**src/rtl/decode_stage_if.sv**
```systemverilog
// Fetch-to-decode bundle: the fetch valid/PC pair plus the instruction word that the
// synchronous instruction memory returns one cycle after the fetch address.
interface decode_stage_if;
    logic        valid_i;
    logic [31:0] pc_i;
    logic [31:0] next_pc_i;
    logic [31:0] mem_rdata_i;

    // valid_i qualifies pc_i/next_pc_i/mem_rdata_i in the same cycle. There is no ready
    // signal. Back-pressure goes to fetch through stall_i and load_use_stall_o, and fetch
    // must hold valid_i, pc_i and next_pc_i steady for as long as either one is high.
    modport master (output valid_i, pc_i, next_pc_i, mem_rdata_i);
    modport slave  (input  valid_i, pc_i, next_pc_i, mem_rdata_i);
endinterface

```
**src/rtl/decode_stage.sv**
```systemverilog
// RV32I decode stage. It decodes the fetched word, reads the register file, detects
// load-use hazards and registers the result into the decode->execute pipe register.
module decode_stage #(
    parameter logic [31:0] RESET_PC  = 32'h0000_0000,
    parameter bit          HAZARD_EN = 1'b1
) (
    input  logic                 clk_i,
    input  logic                 rst_i,
    input  logic                 stall_i,
    input  logic                 squash_i,
    decode_stage_if.slave        fetch,
    output logic [4:0]           rs1_addr_o,
    output logic [4:0]           rs2_addr_o,
    input  logic [31:0]          rs1_data_i,
    input  logic [31:0]          rs2_data_i,
    input  logic [4:0]           ex_rd_addr_i,
    input  logic                 ex_mem_read_i,
    output logic                 load_use_stall_o,
    output logic                 valid_o,
    output logic [31:0]          pc_o,
    output logic [31:0]          next_pc_o,
    output logic [31:0]          instr_o,
    output logic [4:0]           rd_addr_o,
    output logic [31:0]          rs1_data_o,
    output logic [31:0]          rs2_data_o,
    output logic [31:0]          imm_o,
    output logic [3:0]           op_class_o,
    output logic                 illegal_o
);

    typedef enum logic [3:0] {
        CLS_ALU_R   = 4'd0,
        CLS_ALU_I   = 4'd1,
        CLS_LOAD    = 4'd2,
        CLS_STORE   = 4'd3,
        CLS_BRANCH  = 4'd4,
        CLS_JAL     = 4'd5,
        CLS_JALR    = 4'd6,
        CLS_LUI     = 4'd7,
        CLS_AUIPC   = 4'd8,
        CLS_SYSTEM  = 4'd9,
        CLS_FENCE   = 4'd10,
        CLS_ILLEGAL = 4'd15
    } op_class_e;

    localparam logic [31:0] NOP = 32'h0000_0013;

    logic [31:0] hold_q;
    logic        hold_valid;
    logic [31:0] instr;
    op_class_e   cls;
    logic [31:0] imm;
    logic        has_rd;
    logic        use_rs1;
    logic        use_rs2;
    logic [4:0]  rd_addr;
    logic        hold_req;

    // While the stage is held the memory has moved on, so the word seen on the first
    // held cycle is kept and replayed once the stall is released.
    assign instr      = hold_valid ? hold_q : fetch.mem_rdata_i;
    assign rs1_addr_o = instr[19:15];
    assign rs2_addr_o = instr[24:20];

    always_comb begin
        cls     = CLS_ILLEGAL;
        imm     = 32'h0;
        has_rd  = 1'b0;
        use_rs1 = 1'b0;
        use_rs2 = 1'b0;
        if (instr[1:0] == 2'b11) begin
            case (instr[6:2])
                5'b01100: begin
                    cls = CLS_ALU_R;  has_rd = 1'b1; use_rs1 = 1'b1; use_rs2 = 1'b1;
                end
                5'b00100: begin
                    cls = CLS_ALU_I;  has_rd = 1'b1; use_rs1 = 1'b1;
                    imm = {{20{instr[31]}}, instr[31:20]};
                end
                5'b00000: begin
                    cls = CLS_LOAD;   has_rd = 1'b1; use_rs1 = 1'b1;
                    imm = {{20{instr[31]}}, instr[31:20]};
                end
                5'b01000: begin
                    cls = CLS_STORE;  use_rs1 = 1'b1; use_rs2 = 1'b1;
                    imm = {{20{instr[31]}}, instr[31:25], instr[11:7]};
                end
                5'b11000: begin
                    cls = CLS_BRANCH; use_rs1 = 1'b1; use_rs2 = 1'b1;
                    imm = {{19{instr[31]}}, instr[31], instr[7], instr[30:25],
                           instr[11:8], 1'b0};
                end
                5'b11011: begin
                    cls = CLS_JAL;    has_rd = 1'b1;
                    imm = {{11{instr[31]}}, instr[31], instr[19:12], instr[20],
                           instr[30:21], 1'b0};
                end
                5'b11001: begin
                    cls = CLS_JALR;   has_rd = 1'b1; use_rs1 = 1'b1;
                    imm = {{20{instr[31]}}, instr[31:20]};
                end
                5'b01101: begin
                    cls = CLS_LUI;    has_rd = 1'b1;
                    imm = {instr[31:12], 12'b0};
                end
                5'b00101: begin
                    cls = CLS_AUIPC;  has_rd = 1'b1;
                    imm = {instr[31:12], 12'b0};
                end
                5'b11100: begin
                    cls = CLS_SYSTEM; has_rd = 1'b1;
                    imm = {{20{instr[31]}}, instr[31:20]};
                end
                5'b00011: begin
                    cls = CLS_FENCE;
                    imm = {{20{instr[31]}}, instr[31:20]};
                end
                default: cls = CLS_ILLEGAL;
            endcase
        end
    end

    assign rd_addr = has_rd ? instr[11:7] : 5'd0;

    // A use of x0 never conflicts with a load; squash must not feed back into this path.
    assign load_use_stall_o = HAZARD_EN & fetch.valid_i & ex_mem_read_i & (ex_rd_addr_i != 5'd0)
                            & ((use_rs1 & (rs1_addr_o == ex_rd_addr_i))
                             | (use_rs2 & (rs2_addr_o == ex_rd_addr_i)));

    assign hold_req = stall_i | load_use_stall_o;

    always_ff @(posedge clk_i) begin
        if (rst_i) begin
            hold_q     <= NOP;
            hold_valid <= 1'b0;
        end else if (hold_req && !hold_valid) begin
            hold_q     <= fetch.mem_rdata_i;
            hold_valid <= 1'b1;
        end else if (!hold_req) begin
            hold_valid <= 1'b0;
        end
    end

    always_ff @(posedge clk_i) begin
        if (rst_i) begin
            valid_o    <= 1'b0;
            pc_o       <= RESET_PC;
            next_pc_o  <= RESET_PC;
            instr_o    <= NOP;
            rd_addr_o  <= 5'd0;
            rs1_data_o <= 32'h0;
            rs2_data_o <= 32'h0;
            imm_o      <= 32'h0;
            op_class_o <= 4'd0;
            illegal_o  <= 1'b0;
        end else if (!stall_i) begin
            valid_o    <= fetch.valid_i & !squash_i & !load_use_stall_o;
            pc_o       <= fetch.pc_i;
            next_pc_o  <= fetch.next_pc_i;
            instr_o    <= instr;
            rd_addr_o  <= rd_addr;
            rs1_data_o <= rs1_data_i;
            rs2_data_o <= rs2_data_i;
            imm_o      <= imm;
            op_class_o <= cls;
            illegal_o  <= (cls == CLS_ILLEGAL);
        end
    end

endmodule
```
**src/flat_wrapper.sv**
```systemverilog
// flat-port wrapper written by rule: the top's interface ports become plain ports
module decode_stage_flat 
#(
    parameter logic [31:0] RESET_PC  = 32'h0000_0000,
    parameter bit          HAZARD_EN = 1'b1
)
  (clk_i, rst_i, stall_i, squash_i, rs1_addr_o, rs2_addr_o, rs1_data_i, rs2_data_i, ex_rd_addr_i, ex_mem_read_i, load_use_stall_o, valid_o, pc_o, next_pc_o, instr_o, rd_addr_o, rs1_data_o, rs2_data_o, imm_o, op_class_o, illegal_o, fetch_valid_i, fetch_pc_i, fetch_next_pc_i, fetch_mem_rdata_i);
  decode_stage_if fetch_i ();
  input  logic clk_i;
  input  logic rst_i;
  input  logic stall_i;
  input  logic squash_i;
  output logic [4:0] rs1_addr_o;
  output logic [4:0] rs2_addr_o;
  input  logic [31:0] rs1_data_i;
  input  logic [31:0] rs2_data_i;
  input  logic [4:0] ex_rd_addr_i;
  input  logic ex_mem_read_i;
  output logic load_use_stall_o;
  output logic valid_o;
  output logic [31:0] pc_o;
  output logic [31:0] next_pc_o;
  output logic [31:0] instr_o;
  output logic [4:0] rd_addr_o;
  output logic [31:0] rs1_data_o;
  output logic [31:0] rs2_data_o;
  output logic [31:0] imm_o;
  output logic [3:0] op_class_o;
  output logic illegal_o;
  input wire logic [$bits(fetch_i.valid_i)-1:0] fetch_valid_i;
  input wire logic [$bits(fetch_i.pc_i)-1:0] fetch_pc_i;
  input wire logic [$bits(fetch_i.next_pc_i)-1:0] fetch_next_pc_i;
  input wire logic [$bits(fetch_i.mem_rdata_i)-1:0] fetch_mem_rdata_i;
  assign fetch_i.valid_i = fetch_valid_i;
  assign fetch_i.pc_i = fetch_pc_i;
  assign fetch_i.next_pc_i = fetch_next_pc_i;
  assign fetch_i.mem_rdata_i = fetch_mem_rdata_i;
  decode_stage #(.RESET_PC(RESET_PC), .HAZARD_EN(HAZARD_EN)) u_core (.clk_i(clk_i), .rst_i(rst_i), .stall_i(stall_i), .squash_i(squash_i), .fetch(fetch_i), .rs1_addr_o(rs1_addr_o), .rs2_addr_o(rs2_addr_o), .rs1_data_i(rs1_data_i), .rs2_data_i(rs2_data_i), .ex_rd_addr_i(ex_rd_addr_i), .ex_mem_read_i(ex_mem_read_i), .load_use_stall_o(load_use_stall_o), .valid_o(valid_o), .pc_o(pc_o), .next_pc_o(next_pc_o), .instr_o(instr_o), .rd_addr_o(rd_addr_o), .rs1_data_o(rs1_data_o), .rs2_data_o(rs2_data_o), .imm_o(imm_o), .op_class_o(op_class_o), .illegal_o(illegal_o));
endmodule
```
**config.mk**
```make
export PLATFORM = sky130hd
export DESIGN_NAME = decode_stage_flat
export DESIGN_NICKNAME = d
export VERILOG_FILES = /design/src/rtl/decode_stage_if.sv /design/src/rtl/decode_stage.sv /design/src/flat_wrapper.sv
export SDC_FILE = /design/constraint.sdc
export NUM_CORES = 1
export LEC_CHECK = 0
export ABC_AREA = 1
export ABC_CLOCK_PERIOD_IN_PS = 2800
export BUFFER_PORTS_ARGS = -buffer_cell sky130_fd_sc_hd__buf_2
export CAP_MARGIN = 5
export CORE_ASPECT_RATIO = 0.5
export CORE_MARGIN = 2
export CORE_UTILIZATION = 54
export CTS_BUF_LIST = sky130_fd_sc_hd__clkbuf_2 sky130_fd_sc_hd__clkbuf_4 sky130_fd_sc_hd__clkbuf_8
export DETAILED_ROUTE_END_ITERATION = 6
export PLACE_DENSITY = 0.88
export SLEW_MARGIN = 20
export SYNTH_ARGS = -nofsm -noshare
export SYNTH_HDL_FRONTEND = slang
export SYNTH_SLANG_ARGS = --single-unit
export TNS_END_PERCENT = 30
```
**constraint.sdc**
```tcl
create_clock -name clk_i -period 2.8 [get_ports clk_i]
set_input_delay 0.28 -clock clk_i [delete_from_list [all_inputs] [get_ports clk_i]]
set_output_delay 0.28 -clock clk_i [all_outputs]
set_load 0.05 [all_outputs]
```
; ---- Word level (Yosys, flattened, before mapping)
; Index checks and enable logic that the tools add are counted.
[word_totals]
register_bits = 236
inputBits = 171
output_inout_bits = 214
word_cells = 61
[op_classes]
n_eq_ne = 15
muxes = 14
bitwise = 9
reduce_logical = 11
[ops]
columns = operator, count
row1 = $pmux W32 S5, 1
row2 = $mux W32, 2
row3 = $pmux W4 S11, 1
row4 = $eq A5 B5 Y1 const B, 4
row5 = $eq A5 B4 Y1 const B, 3
row6 = $eq A5 B3 Y1 const B, 2
row7 = $eq A5 B5 Y1, 2
row8 = $mux W1, 8
row9 = $reduce_or A8 Y1, 1
row10 = $and A1 B1 Y1, 7
row11 = $reduce_or A6 Y1, 1
row12 = $eq A5 B2 Y1 const B, 1
row13 = $logic_not A5 Y1, 1
row14 = $mux W5, 1
row15 = $reduce_bool A5 Y1, 1
row16 = $reduce_or A5 Y1, 1
row17 = $eq A4 B4 Y1 const B, 1
row18 = $mux W4, 1
row19 = $logic_not A1 Y1, 3
row20 = $reduce_or A3 Y1, 1
row21 = $eq A2 B2 Y1 const B, 1
row22 = $ne A2 B2 Y1 const B, 1
row23 = $or A1 B1 Y1, 2
row24 = $reduce_or A2 Y1, 1
row25 = $logic_and A1 B1 Y1, 1

; ---- Logic depth before layout (Yosys ltp)
; Gate-level depths: netlist (run 1).
[depth]
ltp_word = 11
mapped_depth = 19
depth_no_buf = 16

; ---- Worst setup path after synthesis (run 1)
; OpenSTA, ideal clock, no wires.
[synth_timing]
path_kind = reg-to-output
start = reg u_core.hold_valid
end = out load_use_stall_o
arrival_time_ns = 1.569
t_required_ns = 2.520
slack_ns = 0.951
stages_incl_launch_ff = 11
n_path_buf = 2
path_cell_list = dfxtp_1 buf_6 inv_4 buf_6 o21ai_2 nand2_1 clkinv_2 nand3_2 a21oi_2 nand2_4 inv_1
[synth_via]
elab_chain_cells = 8
word_cells_on_any_way = 20
classes_between = 8 x eq/ne / 5 x mux / 4 x bitwise / 3 x reduce/logical
[synth_lines]
columns = element, line
row1 = "start, declared", decode_stage.sv:49  ; logic hold_valid;
row2 = "start signal, assigned", decode_stage.sv:135  ; hold_valid <= 1'b0;
row3 = "start signal, assigned", decode_stage.sv:138  ; hold_valid <= 1'b1;
row4 = "start signal, assigned", decode_stage.sv:140  ; hold_valid <= 1'b0;
row5 = $mux W32 *, decode_stage.sv:61  ; assign instr = hold_valid ? hold_q : fetch.mem_rdata_i;
row6 = "$eq A5 B4 Y1, or another cell as far along", decode_stage.sv:72  ; case (instr[6:2])
row7 = $reduce_or A6 Y1 (no source line) or $reduce_or A3 Y1 (tied branches), --
row8 = $mux W1, decode_stage.sv:72
row9 = $mux W1, decode_stage.sv:71  ; if (instr[1:0] == 2'b11) begin
row10 = "$and A1 B1 Y1, on equally long branches", "decode_stage.sv:127, decode_stage.sv:128"
row11 = $or A1 B1 Y1 *, decode_stage.sv:128  ; | (use_rs2 & (rs2_addr_o == ex_rd_addr_i)));
row12 = $and A1 B1 Y1 *, decode_stage.sv:127  ; & ((use_rs1 & (rs1_addr_o == ex_rd_addr_i))
row13 = "end, declared", flat_wrapper.sv:19  ; output logic load_use_stall_o;
; Every way passes the cells marked *; elsewhere a longest branch is shown, timed or not.

; ---- Worst setup path after layout (run 1)
; Ends and elaborated chain as after synthesis.

==> reports/qor.yml, run 1 <==
cts_tree: "yes"
synth_seq_area_share: 0.486
grt-ovfl-total: 0
firstDrtPassIters: 6
synth_edf_count: 0
core_area_mm2: 0.0175
antennaDiodeCount: 0
syn2layout_area_growth_pct: 28.7
fin_total_pwr_mw: 8.23
global_route.usage.met3: 0.0647
num_io_pins: 385
cp_data_required_time_ns: 2.52
synth.top_cells.by_area: "dfxtp_1 (49%), nor2_1 (14%), o21ai_0 (8.9%)"
numPortBuffers: 384
nFillCells: 1466
ys_seq_elements: 236
syn_inst: 1368
max_freq_ghz: 0.383
dp.final_hpwl_mm: 21.8
yosysWarnings: 0
post_cts.repair.setup_buffers: 0
cts_made_buffers: 34
r2r_start: "u_core.hold_valid$_SDFFE_PP0P_"
clk_pin_slew_worst_paths_ns: 0.07
hold_path.class: "input pin to flip-flop"
drtAntennaViolNets: 0
fin_setup_tns_ns: 0
grt_use_met1: 0.413
grt_pass1_wl_mm: 48.7
initial_core_util: 0.555
die_x_um: 194
cp.arrival_ns: 2.33
period_needed_ns: 2.61
min_from: "fetch_next_pc_i[15]"
clockBufferDepth: 3
finClkSkew_ns: 0.0263
synth_top_area_cell: "dfxtp_1"
synthFlopType: "dfxtp_1"
rows: 34
slew_headroom: 0.453
synth_fp_nets: 1539
synth.cell_area_mm2: 0.00971
hold_viol: 0
viasPerCell: 5.18
critPathKind: "flip-flop to output pin"
holdWs_ns: 0.0103
fin_nets: 1893
power.density_mw_per_mm2: 659
syn_area_per_cell_um2: 7.10
finalSetupViolations: 0
grt_max_degree: 204
wire_per_inst_um: 15.8
worst_slew_pin_slew_ns: 0.812
grt_pass1_vias: 9456
cts.htree.levels: 2
drv_slew: 0
die_height_um: 98.8
vias: 10300
antenna_found_initial: 0
grt_usage: 0.315
grt.busiest_layer: "met2"
globalRouteMet2Util: 0.513
drive_gt1_frac: 0.283
drt_iter0_markers: 1006
crit_fanout: 24
cts.sinks: 236
post-route-period-util: 0.932
p_leak_nw: 6.50
drc: 0
synth_top_area_frac: 0.486
critPathLaunchType: "flip-flop"
cts_root_buffer: "clkbuf_8"
peakVddDrop_uv: 390
gp_congestion: 0.975
clock_latency_ns: 0.52
end_kind: "output pin"
synth_cell_types: 33
outcome: "finished, final reports clean"
async_flop_share: 0
startpoint: "u_core.hold_valid$_SDFFE_PP0P_"
design.die.area_mm2: 0.0191
rsz0062_at_grt: "no"
drt-total-wl_mm: 31.3
drv_cap: 0
==> cells by family (layout without fill, tap and decap cells) <==
kind of cell           after synthesis  count (layout)  share of synthesized area
AND/OR/NAND/NOR                    682             682                      0.288
buffers and inverters              179             558                     0.0821
AO/OA/AOI/OAI                      271             271                      0.144
flip-flops                         236             236                      0.486
==> final timing paths <==
| kind | endpoint | slack [ns] | depth (start not counted) |
|---|---|---|---|
| worst max-delay path | load_use_stall_o | 0.19 | 11 |
| worst min-delay path | u_core.next_pc_o[15]$_SDFFE_PP0N_ | 0.01 | 3 |
| worst max register to register | u_core.imm_o[17]$_SDFFE_PP0N_ | 0.47 | 8 |
| worst min register to register | u_core.rd_addr_o[4]$_SDFFE_PP0N_ | 0.46 | 2 |
==> sequential cells by signal, summed over array words and instances, names as in the netlist <==
register,flops
u_core.op_class_o,4
u_core.hold_q,32
u_core.pc_o,32
u_core.rd_addr_o,5
u_core.imm_o,32
u_core.rs2_data_o,32
u_core.valid_o,1
u_core.instr_o,32
u_core.next_pc_o,32
u_core.illegal_o,1
u_core.rs1_data_o,32
u_core.hold_valid,1
==> routing by layer <==
metal	routed length [µm]	up-vias	part of all wire
met2	14100	498	0.45
met3	2930	85	0.094
met5	0	-	0
li1	-	5040	-
met4	1220	0	0.039
met1	13000	4639	0.42
==> report_power, final <==
group / internal, mW / switching [mW]
registers: 3.57 / 0.102
logic: 0.443 / 1.29
clock network: 1.50 / 1.33
==> metrics by stage <==
step                      utilization  area [µm²]  cells  worst slack (ns)
after floorplan                     -        9710   1368             0.951
after CTS                       0.714       12500   1981            0.0701
final                           0.715       12500   1981             0.190
after global placement          0.663       11600   1900             0.373
after detailed placement        0.663       11600   1900             0.266
after global routing            0.715       12500   1981            0.0353
==> placed cells by master, fill, tap and decap left out, types with 5 or more instances in the layout <==
master and count:
nor2_1 357, inv_1 74, nand4_1 7, nand3_1 53, clkbuf_8 40, nand2_1 230
dfxtp_1 235, buf_4 9, o21ai_2 5, a21oi_1 82, nand3b_1 9, clkbuf_4 14
buf_2 382, o21ai_0 173, nand2_2 13, o211ai_1 5, clkinv_2 5, dlygate4sd3_1 20
==> critical path, stage by stage (launching register included) <==
cell and delay, ns:
dfxtp_4 0.41, buf_6 0.19, nand2_2 0.09, o21ai_2 0.10, nor2_4 0.15, nand3_2 0.18
o21ai_1 0.17, nand2_1 0.09, nand2_2 0.09, nand2_4 0.08, inv_1 0.13, buf_12 0.15
==> layout make-up <==
cell class,instances,area [µm²],area share
well taps,234,293,0.0234
inverters,81,318,0.0254
clock inverters,7,43.8,0.00350
multi-input cells,953,4190,0.335
clock buffers,54,656,0.0525
flip-flops and latches,236,4730,0.378
repair buffers,416,2270,0.182
==> cells in the mapped netlist (4+ instances only) <==
library cell	n
nor2_1	357
dfxtp_1	236
nand2_1	230
o21ai_0	173
a21oi_1	82
inv_1	74
clkbuf_1	65
nand3_1	53
buf_4	13
nand2_2	13
nand3b_1	9
buf_2	7
buf_6	7
nand4_1	7
buf_1	5
o211ai_1	5
o21ai_2	5
o21ai_1	4
==> what timing repair did <==
item / CTS / global route
endpoints found under the setup margin: 1 / 1
hold buffers: 20 / 0
gates resized for setup: 1 / 3
hold endpoints to repair: 20 / 0
No activity file was read; power rests on OpenSTA's default activity.
==> inputs of run 2 (changes only) <==
--- a/config.mk
+++ b/config.mk
@@ -5,7 +5,6 @@
 export SDC_FILE = /design/constraint.sdc
 export NUM_CORES = 1
 export LEC_CHECK = 0
-export ABC_AREA = 1
 export ABC_CLOCK_PERIOD_IN_PS = 2800
 export BUFFER_PORTS_ARGS = -buffer_cell sky130_fd_sc_hd__buf_2
 export CAP_MARGIN = 5
@@ -14,7 +13,7 @@
 export CORE_UTILIZATION = 54
 export CTS_BUF_LIST = sky130_fd_sc_hd__clkbuf_2 sky130_fd_sc_hd__clkbuf_4 sky130_fd_sc_hd__clkbuf_8
 export DETAILED_ROUTE_END_ITERATION = 6
-export PLACE_DENSITY = 0.88
+export PLACE_DENSITY = 0.84
 export SLEW_MARGIN = 20
 export SYNTH_ARGS = -nofsm -noshare
 export SYNTH_HDL_FRONTEND = slang
==> run 2 against run 1 <==
Setup slack got worse by 0.13 ns. Critical path depth decreased by 3. Clock skew shrank 0.014 ns. Clock power is 5% higher. Synthesized cell count shrank 28%. Total power rose by 1.7%. Cell area rose by 8.2%. Worst hold slack better by 0.0089 ns. Utilization grew 6.1 points. Critical endpoint unchanged. Largest power group unchanged. Highest routed layer is now met5.
==> reports/qor.yml, run 2 <==
critPathKind: "flip-flop to output pin"
syn_area_per_cell_um2: 9.79
rows: 34
multi_input_area_mm2: 0.00456
cts_tree: "yes"
cts_root_buffer: "clkbuf_8"
final_cell_mix: "buf_2 (381), dfxtp_1 (235), nor2_1 (209), mux2i_1 (188), dlygate4sd3_1 (90)"
numPortBuffers: 384
cts.sinks: 236
die_x_um: 193
power.switching_mw: 2.60
synth_cell_types: 56
internal_power_mw: 5.77
dp.final_hpwl_mm: 20.7
drt-total-wl_mm: 32.9
p_leak_nw: 6.72
grt_pass1_vias: 9436
wl_met3_mm: 2.37
cts.htree.levels: 2
final_cells: 1711
holdWs_ns: 0.0192
firstDrtPassIters: 7
cts_made_buffers: 34
placedCellCount: 1556
peakVddDrop_uv: 483
synth.top_cells.by_area: "dfxtp_1 (49%), mux2i_1 (20%), nor2_1 (8.1%)"
wire_per_inst_um: 19.2
crit_fanout: 6
finalSetupViolations: 0
slew_headroom: 0.331
worst_slew_pin_slew_ns: 1.00
grt_max_degree: 131
clockBufferDepth: 3
switching_share: 0.311
drv_cap: 0
nFillCells: 1087
fin_nets: 1627
syn2layout_area_growth_pct: 39.7
yosys-top-cells-count: "dfxtp_1 (236), nor2_1 (209), mux2i_1 (190), nand2b_1 (62), a21oi_1 (39)"
outcome: "finished, final reports clean"
wirelength_met1_mm: 12.8
yosysWarnings: 0
clkPwrFrac: 0.354
power.share.sequential: 0.436
highest_layer: "met5"
drive_gt1_frac: 0.350
synth_seq_area_share: 0.488
async_flop_share: 0
design.die.area_mm2: 0.0191
syn_inst: 989
grt-ovfl-total: 0
antennaDiodeCount: 0
met2_length_mm: 16.2
drv_slew: 0
core_area_mm2: 0.0174
drt_iter0_markers: 637
hold_viol: 0
synth_top_area_frac: 0.488
synth_most_common_cell: "dfxtp_1"
num_io_pins: 385
drc: 0
cp.arrival_ns: 2.46
clk_pin_slew_worst_paths_ns: 0.07
drtAntennaViolNets: 0
clock_latency_ns: 0.51
viasPerCell: 5.44
initial_core_util: 0.555
grt_usage: 0.330
power.share.combinational: 0.210
ff2ff_setup_slack_ns: 0.14
synthFlopType: "dfxtp_1"
critPathLaunchType: "flip-flop"
synth_top_area_cell: "dfxtp_1"
end_kind: "output pin"
antenna_found_initial: 1
synth.cell_area_mm2: 0.00968
gp_congestion: 0.917
hold_path.class: "input pin to flip-flop"
vias: 9314
power.density_mw_per_mm2: 619
ys_seq_elements: 236
grt_pass1_wl_mm: 50.5
synth_edf_count: 0
die_height_um: 98.7
layout_commonest_cell: "buf_2"
finClkSkew_ns: 0.0123
final-seq-area_mm2: 0.00473
period_needed_ns: 2.74
cp_data_required_time_ns: 2.52
max_freq_ghz: 0.365
synth_fp_nets: 1160
post-route-period-util: 0.978
-- run 2: cell types whose count changed after synthesis, sizes merged, moves of 8 or more --
cell	before	now
a21oi	83	50
a22o	0	8
a22oi	0	11
buf	33	42
clkbuf	65	36
inv	77	10
mux2	0	15
mux2i	0	192
nand2	247	18
nand2b	0	62
nand3	56	4
nor2	360	209
nor3	2	14
o21ai	182	19
-- run 2: worst paths after layout --
path | end | cells past startpoint | from
setup reg to reg | u_core.op_class_o[1]$_SDFFE_PP0N_ | 9 | u_core.hold_valid$_SDFFE_PP0P_
hold / removal | u_core.next_pc_o[26]$_SDFFE_PP0N_ | 3 | fetch_next_pc_i[26]
hold reg to reg | u_core.imm_o[6]$_SDFFE_PP0N_ | 2 | u_core.imm_o[6]$_SDFFE_PP0N_
setup / recovery | load_use_stall_o | 8 | u_core.hold_valid$_SDFFE_PP0P_
-- run 2: routing by layer --
metal | GRT usage | vias to the layer above
li1 | - | 4291
met2 | 0.585 | 446
met3 | 0.0794 | 121
met5 | 0 | -
met1 | 0.382 | 4454
met4 | 0.153 | 2
-- run 2: cell type report --
type,instances,share of cell area
clock buffers,50,0.0467
inverters,10,0.00277
flip-flops and latches,236,0.350
clock inverters,7,0.00694
repair buffers,509,0.235
well taps,234,0.0216
multi-input cells,665,0.337
-- run 2: critical path, cell delays in order, from the launching register on --
cell,delay [ns]
dfxtp_4,0.41
buf_6,0.15
mux2_4,0.36
xnor2_2,0.14
nand3_1,0.09
a2111o_1,0.32
a21oi_2,0.19
buf_6,0.14
buf_8,0.14
-- run 2: cells by family (layout without fill, tap and decap cells) --
logic type	count (synthesis)	count (layout)	share of synthesized area
buf+inv	88	576	0.0481
xor+xnor	11	11	0.00995
mux	207	207	0.218
flops	236	236	0.488
compound gates	116	116	0.0816
simple gates	331	331	0.154
-- run 2: power groups by stage --
stage | logic [mW] | registers (mW) | clock network [mW]
after floorplan | 0.623 | 4.22 | 0
after global placement | 1.55 | 3.70 | 0
after detailed placement | 1.58 | 3.72 | 0
after CTS | 1.70 | 3.64 | 2.97
after global routing | 1.84 | 3.67 | 3.15
final | 1.76 | 3.65 | 2.96
-- run 2: metrics by stage --
step	power, mW	TNS (ns)	util	setup slack, ns	instance area, µm²
final	8.37	0	0.776	0.0615	13500
after floorplan	4.85	0	-	0.193	9680
after global placement	5.25	0	0.672	0.0249	11700
after global routing	8.66	-0.0801	0.776	-0.0801	13500
after CTS	8.31	0	0.770	0.00790	13400
after detailed placement	5.29	0	0.674	0.144	11700
-- run 2: repair_timing --
action / CTS / global route
pin swaps: 1 / 2
endpoints found under the hold margin: 88 / 2
setup endpoints to repair: 1 / 3
gates cloned: 0 / 0
gates resized for setup: 11 / 7
hold buffers: 88 / 2
buffers inserted: 4 / 4
==> inputs of run 3 (changes only) <==
--- a/config.mk
+++ b/config.mk
@@ -14,6 +14,7 @@
 export CTS_BUF_LIST = sky130_fd_sc_hd__clkbuf_2 sky130_fd_sc_hd__clkbuf_4 sky130_fd_sc_hd__clkbuf_8
 export DETAILED_ROUTE_END_ITERATION = 6
 export PLACE_DENSITY = 0.84
+export RECOVER_POWER = 100
 export SLEW_MARGIN = 20
 export SYNTH_ARGS = -nofsm -noshare
 export SYNTH_HDL_FRONTEND = slang
==> run 3 against run 2 <==
The run now ends with max-capacitance violations, max-slew violations left. Clock-buffer cell count did not move. Critical path type unchanged. Total power shrank 0.55%. Via count grew 0.54%. First-iteration DRC count down 2.0%. Critical endpoint unchanged.
==> reports/qor.yml, run 3 (synthesis gave the netlist of run 2 again) <==
p_leak_nw: 5.86
fin_nets: 1627
rows: 34
clockBufferDepth: 3
drt_iter0_markers: 624
slew_headroom: -0.289
clock_latency_ns: 0.51
placedCellCount: 1556
core_area_mm2: 0.0174
worstPathCellList: "buf_6, buf_4, mux2i_1, xnor2_1, a211oi_1, nand4_1, a21oi_2, buf_6, buf_8"
cts.sinks: 236
clk_pin_slew_worst_paths_ns: 0.07
firstDrtPassIters: 6
design.die.area_mm2: 0.0191
numPortBuffers: 384
hold_viol: 0
drv_slew: 119
place_ws_ns: 0.144
wire_per_inst_um: 19.2
internal_power_mw: 5.72
critPathKind: "flip-flop to output pin"
viasPerCell: 5.47
num_io_pins: 385
hold_path.class: "input pin to flip-flop"
drv_cap: 1
peakVddDrop_uv: 484
drc: 0
end_kind: "output pin"
cp_data_required_time_ns: 2.52
setup_slack_ns: 0.0419
cts.htree.levels: 2
outcome: "finished, violations left"
critPathLaunchType: "flip-flop"
period_needed_ns: 2.76
antennaDiodeCount: 0
ff2ff_setup_slack_ns: 0.11
vias: 9364
final_cells: 1711
drt-total-wl_mm: 32.8
cts_made_buffers: 34
grt_pass1_vias: 9436
nFillCells: 1243
worst_slew_pin_slew_ns: 1.93
gp_congestion: 0.917
power.share.sequential: 0.439
finalSetupViolations: 0
dp.final_hpwl_mm: 20.7
power.share.combinational: 0.205
drtAntennaViolNets: 0
layout_commonest_cell: "dfxtp_1"
switching_share: 0.313
die_height_um: 98.7
final_cell_mix: "dfxtp_1 (235), clkbuf_1 (217), nor2_1 (209), mux2i_1 (189), buf_2 (169)"
cts_tree: "yes"
power.switching_mw: 2.60
antenna_found_initial: 0
crit_fanout: 6
syn2layout_area_growth_pct: 36.4
grt_pass1_wl_mm: 50.5
power.density_mw_per_mm2: 631
initial_core_util: 0.555
finClkSkew_ns: 0.0102
drive_gt1_frac: 0.200
post-route-period-util: 0.985
max_freq_ghz: 0.363
cts_root_buffer: "clkbuf_8"
crit_path_frequent_cell: "buf_6"
violations: "max-capacitance violations, max-slew violations"
grt-ovfl-total: 0
clkPwrFrac: 0.356
grt_usage: 0.330
max_stage_delay_ns: 0.41
cp.arrival_ns: 2.48
slowest_stage: "dfxtp_4"
die_x_um: 193
grt_max_degree: 131
run 3: cell count changes in the layout (fill, tap and decap cells not counted), sizes merged:
| cell | delta |
|---|---|
| buf | -222 |
| clkbuf | +222 |
run 3: power groups by stage:
stage	clock network (mW)	logic [mW]	registers (mW)
finish	2.96	1.71	3.66
global route	3.15	1.79	3.67
floorplan	0	0.623	4.22
global placement	0	1.55	3.70
detailed placement	0	1.58	3.72
CTS	2.97	1.70	3.64
run 3: path summary, 6_finish.rpt:
check	start	to	depth (start not counted)
worst max-delay path	u_core.hold_valid$_SDFFE_PP0P_	load_use_stall_o	9
worst min-delay path	rs1_data_i[0]	u_core.rs1_data_o[0]$_SDFFE_PP0N_	3
worst max register to register	u_core.hold_valid$_SDFFE_PP0P_	u_core.hold_q[27]$_SDFFE_PP0P_	12
worst min register to register	u_core.imm_o[6]$_SDFFE_PP0N_	u_core.imm_o[6]$_SDFFE_PP0N_	2
run 3: critical path: cells and delay by family (launching register included):
kind,cells,cell delay (ns)
buffers and inverters,4,0.59
flip-flops,1,0.41
AO/OA/AOI/OAI,2,0.39
multiplexers,1,0.30
AND/OR/NAND/NOR,1,0.16
XOR/XNOR,1,0.12
run 3: layout make-up:
type	instances	area, µm²	area share
clock inverter	7	93.8	0.00711
multi-input combinational	665	4550	0.345
sequential	236	4730	0.358
inverter	10	37.5	0.00284
tap	234	293	0.0222
clock buffer	50	632	0.0479
timing repair buffer	509	2860	0.217
run 3: stage by stage:
stage	total power, mW	util	setup TNS [ns]	hold slack (ns)	cell area (µm²)
after floorplan	4.85	-	0	0.424	9680
after global placement	5.25	0.672	0	0.436	11700
after detailed placement	5.29	0.674	0	0.452	11700
after CTS	8.31	0.770	0	0.000493	13400
after global routing	8.62	0.757	-0.420	0.00195	13200
final	8.33	0.757	0	0.0174	13200
run 3: what timing repair did:
action / in CTS / in global routing
endpoints found under the hold margin: 88 / 2
pin swaps: 1 / 2
setup endpoints to repair: 1 / 3
hold buffers: 88 / 2
gates resized for setup: 11 / 7
setup buffers: 4 / 4
run 3: routing by layer:
layer / wire (µm) / track usage / vias up / share of wire
met3: 2400 / 0.0794 / 110 / 0.073
met1: 12700 / 0.382 / 4552 / 0.39
met5: 0 / 0 / - / 0
met4: 1390 / 0.153 / 0 / 0.042
met2: 16300 / 0.585 / 420 / 0.50
li1: - / - / 4282 / -
